## config.mk

```make
export PLATFORM = sky130hd
export DESIGN_NAME = ppu_dequant_unpacker
export DESIGN_NICKNAME = d
export VERILOG_FILES = /design/src/rtl/ppu_dequant_unpacker_pkg.sv /design/src/rtl/ppu_dequant_unpacker_dequant_byte.sv /design/src/rtl/ppu_dequant_unpacker.sv
export SDC_FILE = /design/constraint.sdc
export NUM_CORES = 1
export LEC_CHECK = 0
export CORE_ASPECT_RATIO = 1.5
export CORE_MARGIN = 8
export CORE_UTILIZATION = 60
export CTS_CLUSTER_SIZE = 10
export DETAILED_ROUTE_END_ITERATION = 10
export PLACE_DENSITY_LB_ADDON = 0.05
export SYNTH_ARGS = -nofsm -noshare
export SYNTH_HDL_FRONTEND = slang
export SYNTH_SLANG_ARGS = --single-unit
```

## constraint.sdc

```tcl
create_clock -name clk -period 17 [get_ports clk]
set_clock_uncertainty 0.15 [all_clocks]
set_input_delay 1.7 -clock clk [delete_from_list [all_inputs] [get_ports clk]]
set_output_delay 1.7 -clock clk [all_outputs]
set_load 0.02 [all_outputs]
```

## src/rtl/ppu_dequant_unpacker_pkg.sv

```systemverilog
// Shared types and constants for the PPU dequantizing byte unpacker.
// This package holds the datapath widths, the byte offset and the FSM state encoding.
package ppu_dequant_unpacker_pkg;

  localparam int Q_W     = 8;
  localparam int DATA_W  = 32;
  localparam int SCALE_W = 12;

  // XOR with this offset turns an offset-binary byte into two's complement.
  localparam logic [Q_W-1:0] BYTE_OFFSET = 8'h80;

  typedef enum logic {
    ST_IDLE   = 1'b0,
    ST_UNPACK = 1'b1
  } unpack_state_e;

endpackage

```

## src/rtl/ppu_dequant_unpacker_dequant_byte.sv

```systemverilog
// Combinational decode of one quantized byte and its multiply by the unsigned scale.
// The worst-case product is -128 * 4095, which fits easily in the 32-bit signed result.
module dequant_byte
  import ppu_dequant_unpacker_pkg::*;
(
  input  logic [Q_W-1:0]     q_i,
  input  logic [SCALE_W-1:0] scale_i,
  output logic [DATA_W-1:0]  data_o
);

  logic [Q_W-1:0]           v;
  logic signed [DATA_W-1:0] v_ext;
  logic signed [DATA_W-1:0] s_ext;

  assign v      = q_i ^ BYTE_OFFSET;
  assign v_ext  = {{(DATA_W-Q_W){v[Q_W-1]}}, v};
  assign s_ext  = {{(DATA_W-SCALE_W){1'b0}}, scale_i};
  assign data_o = v_ext * s_ext;

endmodule

```

## src/rtl/ppu_dequant_unpacker.sv

```systemverilog
// Unpacks a packed word of quantized bytes into scaled signed elements, one per output load.
// Byte 0 of an accepted word is loaded straight from the input so it appears on the next cycle.
module ppu_dequant_unpacker
  import ppu_dequant_unpacker_pkg::*;
#(
  parameter int BYTES_PER_WORD = 4,
  parameter int CNT_W          = 16
) (
  input  logic             clk,
  input  logic             rst,
  input  logic             in_valid,
  output logic             in_ready,
  input  logic [31:0]      in_data,
  input  logic [1:0]       in_bytes_m1,
  input  logic             in_last,
  input  logic [11:0]      scaling_factor,
  output logic             out_valid,
  input  logic             out_ready,
  output logic [31:0]      out_data,
  output logic             out_last,
  input  logic             clr_count,
  output logic [CNT_W-1:0] elem_count
);

  // Both ports use valid/ready: a transfer happens on the rising edge where valid and
  // ready are both 1; a valid output holds its data stable until it is taken.

  unpack_state_e         state_q, state_d;
  logic [1:0]            idx_q, idx_d;
  logic [31:0]           word_q, word_d;
  logic [1:0]            m1_q, m1_d;
  logic                  last_q, last_d;
  logic [SCALE_W-1:0]    scale_q, scale_d;
  logic                  out_valid_q, out_valid_d;
  logic [DATA_W-1:0]     out_data_q, out_data_d;
  logic                  out_last_q, out_last_d;
  logic [CNT_W-1:0]      cnt_q, cnt_d;

  logic                  out_free;
  logic                  load;
  logic                  load_last_byte;
  logic                  load_tile_last;
  logic [Q_W-1:0]        cur_byte;
  logic [Q_W-1:0]        dq_byte;
  logic [SCALE_W-1:0]    dq_scale;
  logic [DATA_W-1:0]     dq_data;

  assign out_free = !out_valid_q || out_ready;

  always_comb begin
    cur_byte = '0;
    for (int b = 0; b < BYTES_PER_WORD; b++) begin
      if (idx_q == 2'(b)) cur_byte = word_q[b*Q_W +: Q_W];
    end
  end

  always_comb begin
    state_d        = state_q;
    idx_d          = idx_q;
    word_d         = word_q;
    m1_d           = m1_q;
    last_d         = last_q;
    scale_d        = scale_q;
    load           = 1'b0;
    load_last_byte = 1'b0;
    load_tile_last = last_q;
    dq_byte        = cur_byte;
    dq_scale       = scale_q;
    case (state_q)
      ST_IDLE: begin
        if (in_valid) begin
          word_d         = in_data;
          m1_d           = in_bytes_m1;
          last_d         = in_last;
          scale_d        = scaling_factor;
          dq_byte        = in_data[Q_W-1:0];
          dq_scale       = scaling_factor;
          load_tile_last = in_last;
          if (out_free) begin
            // Byte 0 goes out on the accepting edge; a one-byte word is then already done.
            load           = 1'b1;
            load_last_byte = (in_bytes_m1 == 2'd0);
            if (in_bytes_m1 != 2'd0) begin
              state_d = ST_UNPACK;
              idx_d   = 2'd1;
            end
          end else begin
            state_d = ST_UNPACK;
            idx_d   = 2'd0;
          end
        end
      end
      ST_UNPACK: begin
        if (out_free) begin
          load           = 1'b1;
          load_last_byte = (idx_q == m1_q);
          if (idx_q == m1_q) begin
            state_d = ST_IDLE;
            idx_d   = 2'd0;
          end else begin
            idx_d = idx_q + 2'd1;
          end
        end
      end
      default: state_d = ST_IDLE;
    endcase
  end

  dequant_byte u_dequant_byte (
    .q_i     (dq_byte),
    .scale_i (dq_scale),
    .data_o  (dq_data)
  );

  always_comb begin
    out_valid_d = out_valid_q && !out_ready;
    out_data_d  = out_data_q;
    out_last_d  = out_last_q;
    if (load) begin
      out_valid_d = 1'b1;
      out_data_d  = dq_data;
      out_last_d  = load_last_byte && load_tile_last;
    end
    cnt_d = cnt_q;
    if (clr_count)                     cnt_d = '0;
    else if (out_valid_q && out_ready) cnt_d = cnt_q + 1'b1;
  end

  always_ff @(posedge clk) begin
    if (rst) begin
      state_q     <= ST_IDLE;
      idx_q       <= '0;
      word_q      <= '0;
      m1_q        <= '0;
      last_q      <= 1'b0;
      scale_q     <= '0;
      out_valid_q <= 1'b0;
      out_data_q  <= '0;
      out_last_q  <= 1'b0;
      cnt_q       <= '0;
    end else begin
      state_q     <= state_d;
      idx_q       <= idx_d;
      word_q      <= word_d;
      m1_q        <= m1_d;
      last_q      <= last_d;
      scale_q     <= scale_d;
      out_valid_q <= out_valid_d;
      out_data_q  <= out_data_d;
      out_last_q  <= out_last_d;
      cnt_q       <= cnt_d;
    end
  end

  assign in_ready   = (state_q == ST_IDLE);
  assign out_valid  = out_valid_q;
  assign out_data   = out_data_q;
  assign out_last   = out_last_q;
  assign elem_count = cnt_q;

endmodule

```

==> results of run 1 <==
[area by class of cell]
class                      count  area (µm²)
multi-input combinational    625        4572
fill                         913        3164
clock buffer                  10       239.0
timing repair buffer         107        1054
clock inverter                 5       37.54
tap                          150       187.7
sequential                    89        1782
inverter                     100       375.4
[state kept, by name, indices dropped and copies added (netlist names)]
register    cells
last_q          1
out_last        1
m1_q            2
idx_q           2
out_valid       1
scale_q        12
out_data       21
elem_count     16
state_q         1
word_q         32
[worst min-delay path, delay by kind of cell, from the launching register on]
kind	cells	cell delay, ns
flops	1	0.31
simple gates	1	0.05
compound gates	1	0.05
[power groups by stage]
| stage | Sequential [mW] | Clock (mW) | Combinational [mW] |
|---|---|---|---|
| 2_1_floorplan | 0.259 | 0 | 0.357 |
| 3_3_place_gp | 0.245 | 0 | 0.482 |
| 3_5_place_dp | 0.246 | 0 | 0.497 |
| 4_1_cts | 0.242 | 0.193 | 0.503 |
| 5_1_grt | 0.245 | 0.201 | 0.566 |
| 6_report | 0.242 | 0.187 | 0.501 |
[logic make-up (layout without fill, tap and decap cells)]
family | Yosys count | after routing
AND/OR/NAND/NOR | 327 | 327
buffers and inverters | 147 | 222
AO/OA/AOI/OAI | 140 | 140
adder cells (fa/ha/maj) | 117 | 117
flip-flops | 89 | 89
XOR/XNOR | 27 | 27
multiplexers | 14 | 14
[worst paths after layout]
path | startpoint | to
worst min register to register | word_q[7] | word_q[7]
worst max-delay path | in_valid | out_data[18]
worst max register to register | idx_q[0] | out_data[18]
worst min-delay path | word_q[7] | word_q[7]
[placed cells by master (no fill, tap or decap), types with 8 or more instances in the layout]
master             n
a21oi_1           77
nand2_1          147
inv_1             99
xor2_1            18
nand3_1           10
nor2_1           109
clkdlybuf4s50_1  101
ha_1              56
xnor2_1            9
nor2b_1           10
o21ai_1            9
nand2b_1          15
mux2i_1           14
dfxtp_1           89
o21ai_0            8
fa_1              61
clkbuf_16          9
a21o_1             8
[layer usage]
layer / global-route usage / up-vias
met4: 0.1200 / 0
met2: 0.4053 / 215
li1: - / 2893
met1: 0.2521 / 2813
met3: 0.02988 / 44
met5: 0 / -
==> results.ini, run 1 <==
[critical_path]
cp_top_family = adder cells
worstPathMaxFanout = 62
critPathBufInv = 5
cp_common_cell = fa_1
critPathLaunchType = input pin
cp.depth = 19
slowest_stage = mux2i_1
ff2ff_setup_slack_ns = 10.43
cp.required_ns = 17.09
critPathArrivalTime_ns = 7.83
end_kind = flip-flop
crit_chain = clkdlybuf4s50_1 -> nor2b_4 -> buf_4 -> mux2i_1 -> nand2_1 -> fa_1 -> fa_1 -> inv_1 -> fa_1 -> inv_1 -> fa_1 -> inv_1 -> ha_1 -> o211ai_1 -> a21oi_2 -> o31ai_4 -> a21oi_2 -> or3_1 -> a32o_1
reg2reg_depth = 21
timing.setup.critical_path_class = in -> reg
cpPeakStageDelay_ns = 0.67

[yosys]
seq_area_frac_synth = 0.2552
synth-xor-area-share = 0.03386
synth_adder_area_share = 0.2752
ys_warn_count = 0
synth-main-ff-cell = dfxtp_1
synth-seq-cells = 89
postSynthCellCount = 861
synth_mux_area_frac = 0.02007
synthTopCellsByArea = dfxtp_1 26%, fa_1 17%, ha_1 10%
syn_area_um2 = 6983
synth_edf_count = 0
netlist.area_leader.share = 0.2552
synth_top_family_by_area = adder cells
synth_top_area_cell = dfxtp_1
syn-num-nets = 1030
async_flop_share = 0
synth_compound_area_frac = 0.1244
postSynthAreaPerCell_um2 = 8.110
synth-simple-area-share = 0.2001
ys_types = 49
synthMostInstantiatedCell = nand2_1
synth_commonest_cells = 147 x nand2_1, 109 x nor2_1, 99 x inv_1, 89 x dfxtp_1, 77 x a21oi_1

[sta]
fmax_mhz = 129.3
worst_slew_margin_rel = 0.3534
setup_viol = 0
setup_ws_ns = 9.263
timing.final.crit_share = 0.4551
tightest_slew_ns = 0.9635
tns_ns = 0
rsz0062_at_grt = no
post-route-min-period_ns = 7.737
hold_violations = 0
hold_slack_ns = 0.3009
finalMaxSlewViolations = 0

[pwr]
intPower_mw = 0.5445
seqPwrFrac = 0.260
ir_drop_v = 0.0001095
p_clk_frac = 0.201
net-switching-power_mw = 0.3858
power_density_nw_per_um2 = 112.8
p_sw_frac = 0.4147
p_leak_nw = 3.643
p_comb_frac = 0.539
fin_total_pwr_mw = 0.9303

[min_path]
hp-class = reg -> reg
hold_path_depth = 2

[detailed_routing]
ant_nets = 0
routedLengthMet1_um = 6650
wl_met2_um = 8575
viasPerCell = 5.493
drc_errors = 0
first_pass_iters = 6
drt-initial-drc-count = 372
maxUsedRoutingLayer = met4
met3_length_um = 876
wire_per_inst_um = 15.44
dr_total_vias = 5965
wl_um = 16770

[global_routing]
grt_overflow_total = 0
grt_pass1_vias = 6121
grt_util_all_layers = 0.2249
grt_max_degree = 73
antenna_found_initial = 0
grt_pass1_wl_um = 28840

[clock_network]
clkSinkCount = 89
cts_tree = built
postCtsHoldBufs = 0
postCtsSetupBuffers = 0
clk_latency_ns = 0.34
clkTransAtPathRegs_ns = 0.07
cts-root-buf = clkbuf_16
clockBufferDepth = 2
cts-htree-levels = 3
cts_buffers = 9
post_cts_resized = 0

[placement]
io_buffers = 102
place.gp.congestion = 0.9328
placedCellCount = 1071
post_dp_cell_area_um2 = 7970
place_ws_ns = 8.947
post-dp-hpwl_um = 13260

[floorplan]
ios = 103
die_area_um2 = 15420
dieHeight_um = 148.1
rows = 48
fp.coreArea_um2 = 11410
start_util = 0.6120
die_width_um = 104.1

[final_layout]
finalNonFillerCells = 1086
area_growth_syn_to_layout_pct = 18.10
drive_gt1_frac = 0.03312
final_core_util = 0.7227
num_antenna_cells = 0
fin_nets = 1101
final_area_um2 = 8247

[run_status]
status = complete, no violations

[flow_run]
max_cap_viol_count = 0

Note: power is estimated with default switching activity, not from simulation.
==> run 2: changes to the inputs <==
Settings changed: CORE_UTILIZATION 60 to 50.
Clock period 17 ns to 6.64 ns, I/O delays scaled along.
==> run 2 against run 1 <==
  * Register-to-register slack worse by 10 ns
  * Global-route usage decreased by 2.1 points
  * Total power grew to 2.6 times the previous value
  * Routed wire length is 6.2% higher
  * Sequential share of layout area fell by 0.49 points
  * Clock power increased to 2.6 times the previous value
  * Die area increased by 17%
  * Core utilization down 11 points
  * Via count is 0.17% lower
  * Combinational power grew to 2.6 times the previous value
  * Hold slack better by 0.0040 ns
  * Final cell count up 3.4%
  * Largest cell class unchanged
==> results.ini, run 2 (synthesis results as in run 1) <==
[run_status]
status = complete, no violations

[clock_network]
cts-htree-levels = 3  ; unchanged
postCtsSetupBuffers = 0  ; unchanged
clkSinkCount = 89  ; unchanged
cts_buffers = 9  ; unchanged
clockBufferDepth = 2  ; unchanged
clk_latency_ns = 0.35  ; about the same
cts-root-buf = clkbuf_16
clkTransAtPathRegs_ns = 0.07  ; about the same
cts_tree = built
postCtsHoldBufs = 0  ; unchanged
post_cts_resized = 0  ; unchanged

[global_routing]
antenna_found_initial = 0  ; unchanged
grt_max_degree = 73  ; unchanged
grt_overflow_total = 0  ; unchanged
grt_pass1_wl_um = 30320  ; +5.1%
grt_pass1_vias = 6250  ; +2.1%
grt_util_all_layers = 0.2040  ; -0.02094

[critical_path]
crit_chain = inv_1 -> ha_1 -> nor2b_1 -> nor3_1 -> a21oi_1 -> o21ai_1 -> nand2b_1 -> fa_1 -> fa_1 -> inv_1 -> fa_1 -> inv_1 -> fa_1 -> inv_1 -> ha_1 -> o211ai_1 -> a21oi_2 -> o31ai_4 -> a21oi_2 -> or3_1 -> a32o_1
end_kind = flip-flop
timing.setup.critical_path_class = reg -> reg
worstPathMaxFanout = 16  ; -74%
cp.required_ns = 6.74  ; -10.35 ns
cp_top_family = adder cells
critPathArrivalTime_ns = 6.39  ; -1.44 ns
slowest_stage = o21ai_1
critPathLaunchType = flip-flop
cpPeakStageDelay_ns = 0.56  ; -0.11 ns
critPathBufInv = 4  ; -1

[final_layout]
final_cell_mix = 147 x nand2_1, 109 x nor2_1, 101 x clkdlybuf4s50_1, 99 x inv_1, 89 x dfxtp_1
drive_gt1_frac = 0.05428  ; +0.02116
layout_commonest_cell = nand2_1
fill_cells = 1251  ; +37%
largest_register_ffs = 32  ; unchanged
num_antenna_cells = 0  ; unchanged
area_growth_syn_to_layout_pct = 20.84
fin_nets = 1122  ; +1.9%
top_register = word_q

[detailed_routing]
ant_nets = 0  ; unchanged
drc_errors = 0  ; unchanged
wl_um = 17810  ; +6.2%
wire_per_inst_um = 15.86  ; +2.7%
first_pass_iters = 4  ; -2
dr_total_vias = 5955  ; -0.17%
viasPerCell = 5.303  ; -3.5%
drt-initial-drc-count = 296  ; -20%

[floorplan]
die_width_um = 112.5  ; +8.1%
start_util = 0.5038  ; -0.1081
dieHeight_um = 160.7  ; +8.5%
die_area_um2 = 18080  ; +17%
fp.coreArea_um2 = 13860  ; +21%
ios = 103  ; unchanged
rows = 53  ; +10%

[sta]
finalMaxSlewViolations = 0  ; unchanged
hold_violations = 0  ; unchanged
post-route-min-period_ns = 6.294
fmax_mhz = 158.9
rsz0062_at_grt = no
tightest_slew_ns = 0.8885  ; -0.07502 ns
setup_ws_ns = 0.3458  ; -8.918 ns
setup_viol = 0  ; unchanged
tns_ns = 0  ; unchanged
worst_slew_margin_rel = 0.3907  ; +0.03738
timing.final.crit_share = 0.9479

[flow_run]
max_cap_viol_count = 0  ; unchanged

[pwr]
ir_drop_v = 0.0002582  ; +140%
p_leak_nw = 3.743  ; +2.7%
power_density_nw_per_um2 = 287.7  ; +160%

[placement]
place.gp.congestion = 0.9410  ; +0.88%
io_buffers = 102  ; unchanged
post-dp-hpwl_um = 14100  ; +6.3%
place_ws_ns = 0.1101  ; -8.837 ns

[min_path]
hp-class = reg -> reg

## run 2: cell types whose count changed in the layout (fill, tap and decap cells not counted)
cell | before | now
clkbuf_8 | 1 | 0
clkinv_4 | 0 | 2
buf_12 | 0 | 1
clkinv_2 | 1 | 0
clkbuf_1 | 0 | 1
buf_4 | 5 | 25
## run 2: worst reg2reg max path, cell delays in order (launching register included)
cell,delay [ns]
dfxtp_1,0.45
inv_1,0.10
ha_1,0.39
nor2b_1,0.21
nor3_1,0.16
a21oi_1,0.09
o21ai_1,0.56
nand2b_1,0.18
fa_1,0.53
fa_1,0.50
inv_1,0.06
fa_1,0.55
inv_1,0.06
fa_1,0.53
inv_1,0.04
ha_1,0.34
o211ai_1,0.23
a21oi_2,0.09
o31ai_4,0.31
a21oi_2,0.10
or3_1,0.32
a32o_1,0.24
## run 2: per-layer routing
metal | track usage | wire length, µm | vias to the layer above
met5 | 0 | 0 | -
met4 | 0.07086 | 422 | 0
met3 | 0.03983 | 811 | 34
met2 | 0.3768 | 9451 | 137
met1 | 0.2257 | 7127 | 2862
li1 | - | - | 2922
## run 2: metrics by stage
step                      hold WS, ns  instance area (µm²)    util  std cells  power [mW]
final                          0.3049                 8438  0.6088       1123       2.428
after global routing           0.3262                 8438  0.6088       1123       2.631
after CTS                      0.3049                 8438  0.6088       1123       2.448
after detailed placement       0.2934                 8159  0.5887       1107       1.936
after global placement         0.2900                 8159  0.5887       1107       1.905
after floorplan                0.2818                 6983       -        861       1.576
## run 2: final timing paths
path,startpoint,end,cells after the start,slack [ns]
setup / recovery,idx_q[0],out_data[18],21,0.35
hold / removal,out_data[0],out_data[0],2,0.30
setup reg to reg,idx_q[0],out_data[18],21,0.35
hold reg to reg,out_data[0],out_data[0],2,0.30
## run 2: power breakdown
part | leakage, nW | total (mW) | switching [mW] | internal, mW
combinational | 2.88 | 1.32 | 0.744 | 0.571
clock | 0.130 | 0.493 | 0.235 | 0.258
sequential | 0.729 | 0.619 | 0.0318 | 0.588
total | 3.74 | 2.43 | 1.01 | 1.42
## run 2: final cells by class
type | instances | area, µm² | share of cell area
repair buffers | 128 | 1224 | 0.1450
flip-flops and latches | 89 | 1782 | 0.2112
clock buffers | 10 | 229.0 | 0.02714
well taps | 165 | 206.4 | 0.02447
multi-input cells | 625 | 4572 | 0.5418
inverters | 100 | 375.4 | 0.04448
clock inverters | 6 | 50.05 | 0.005931
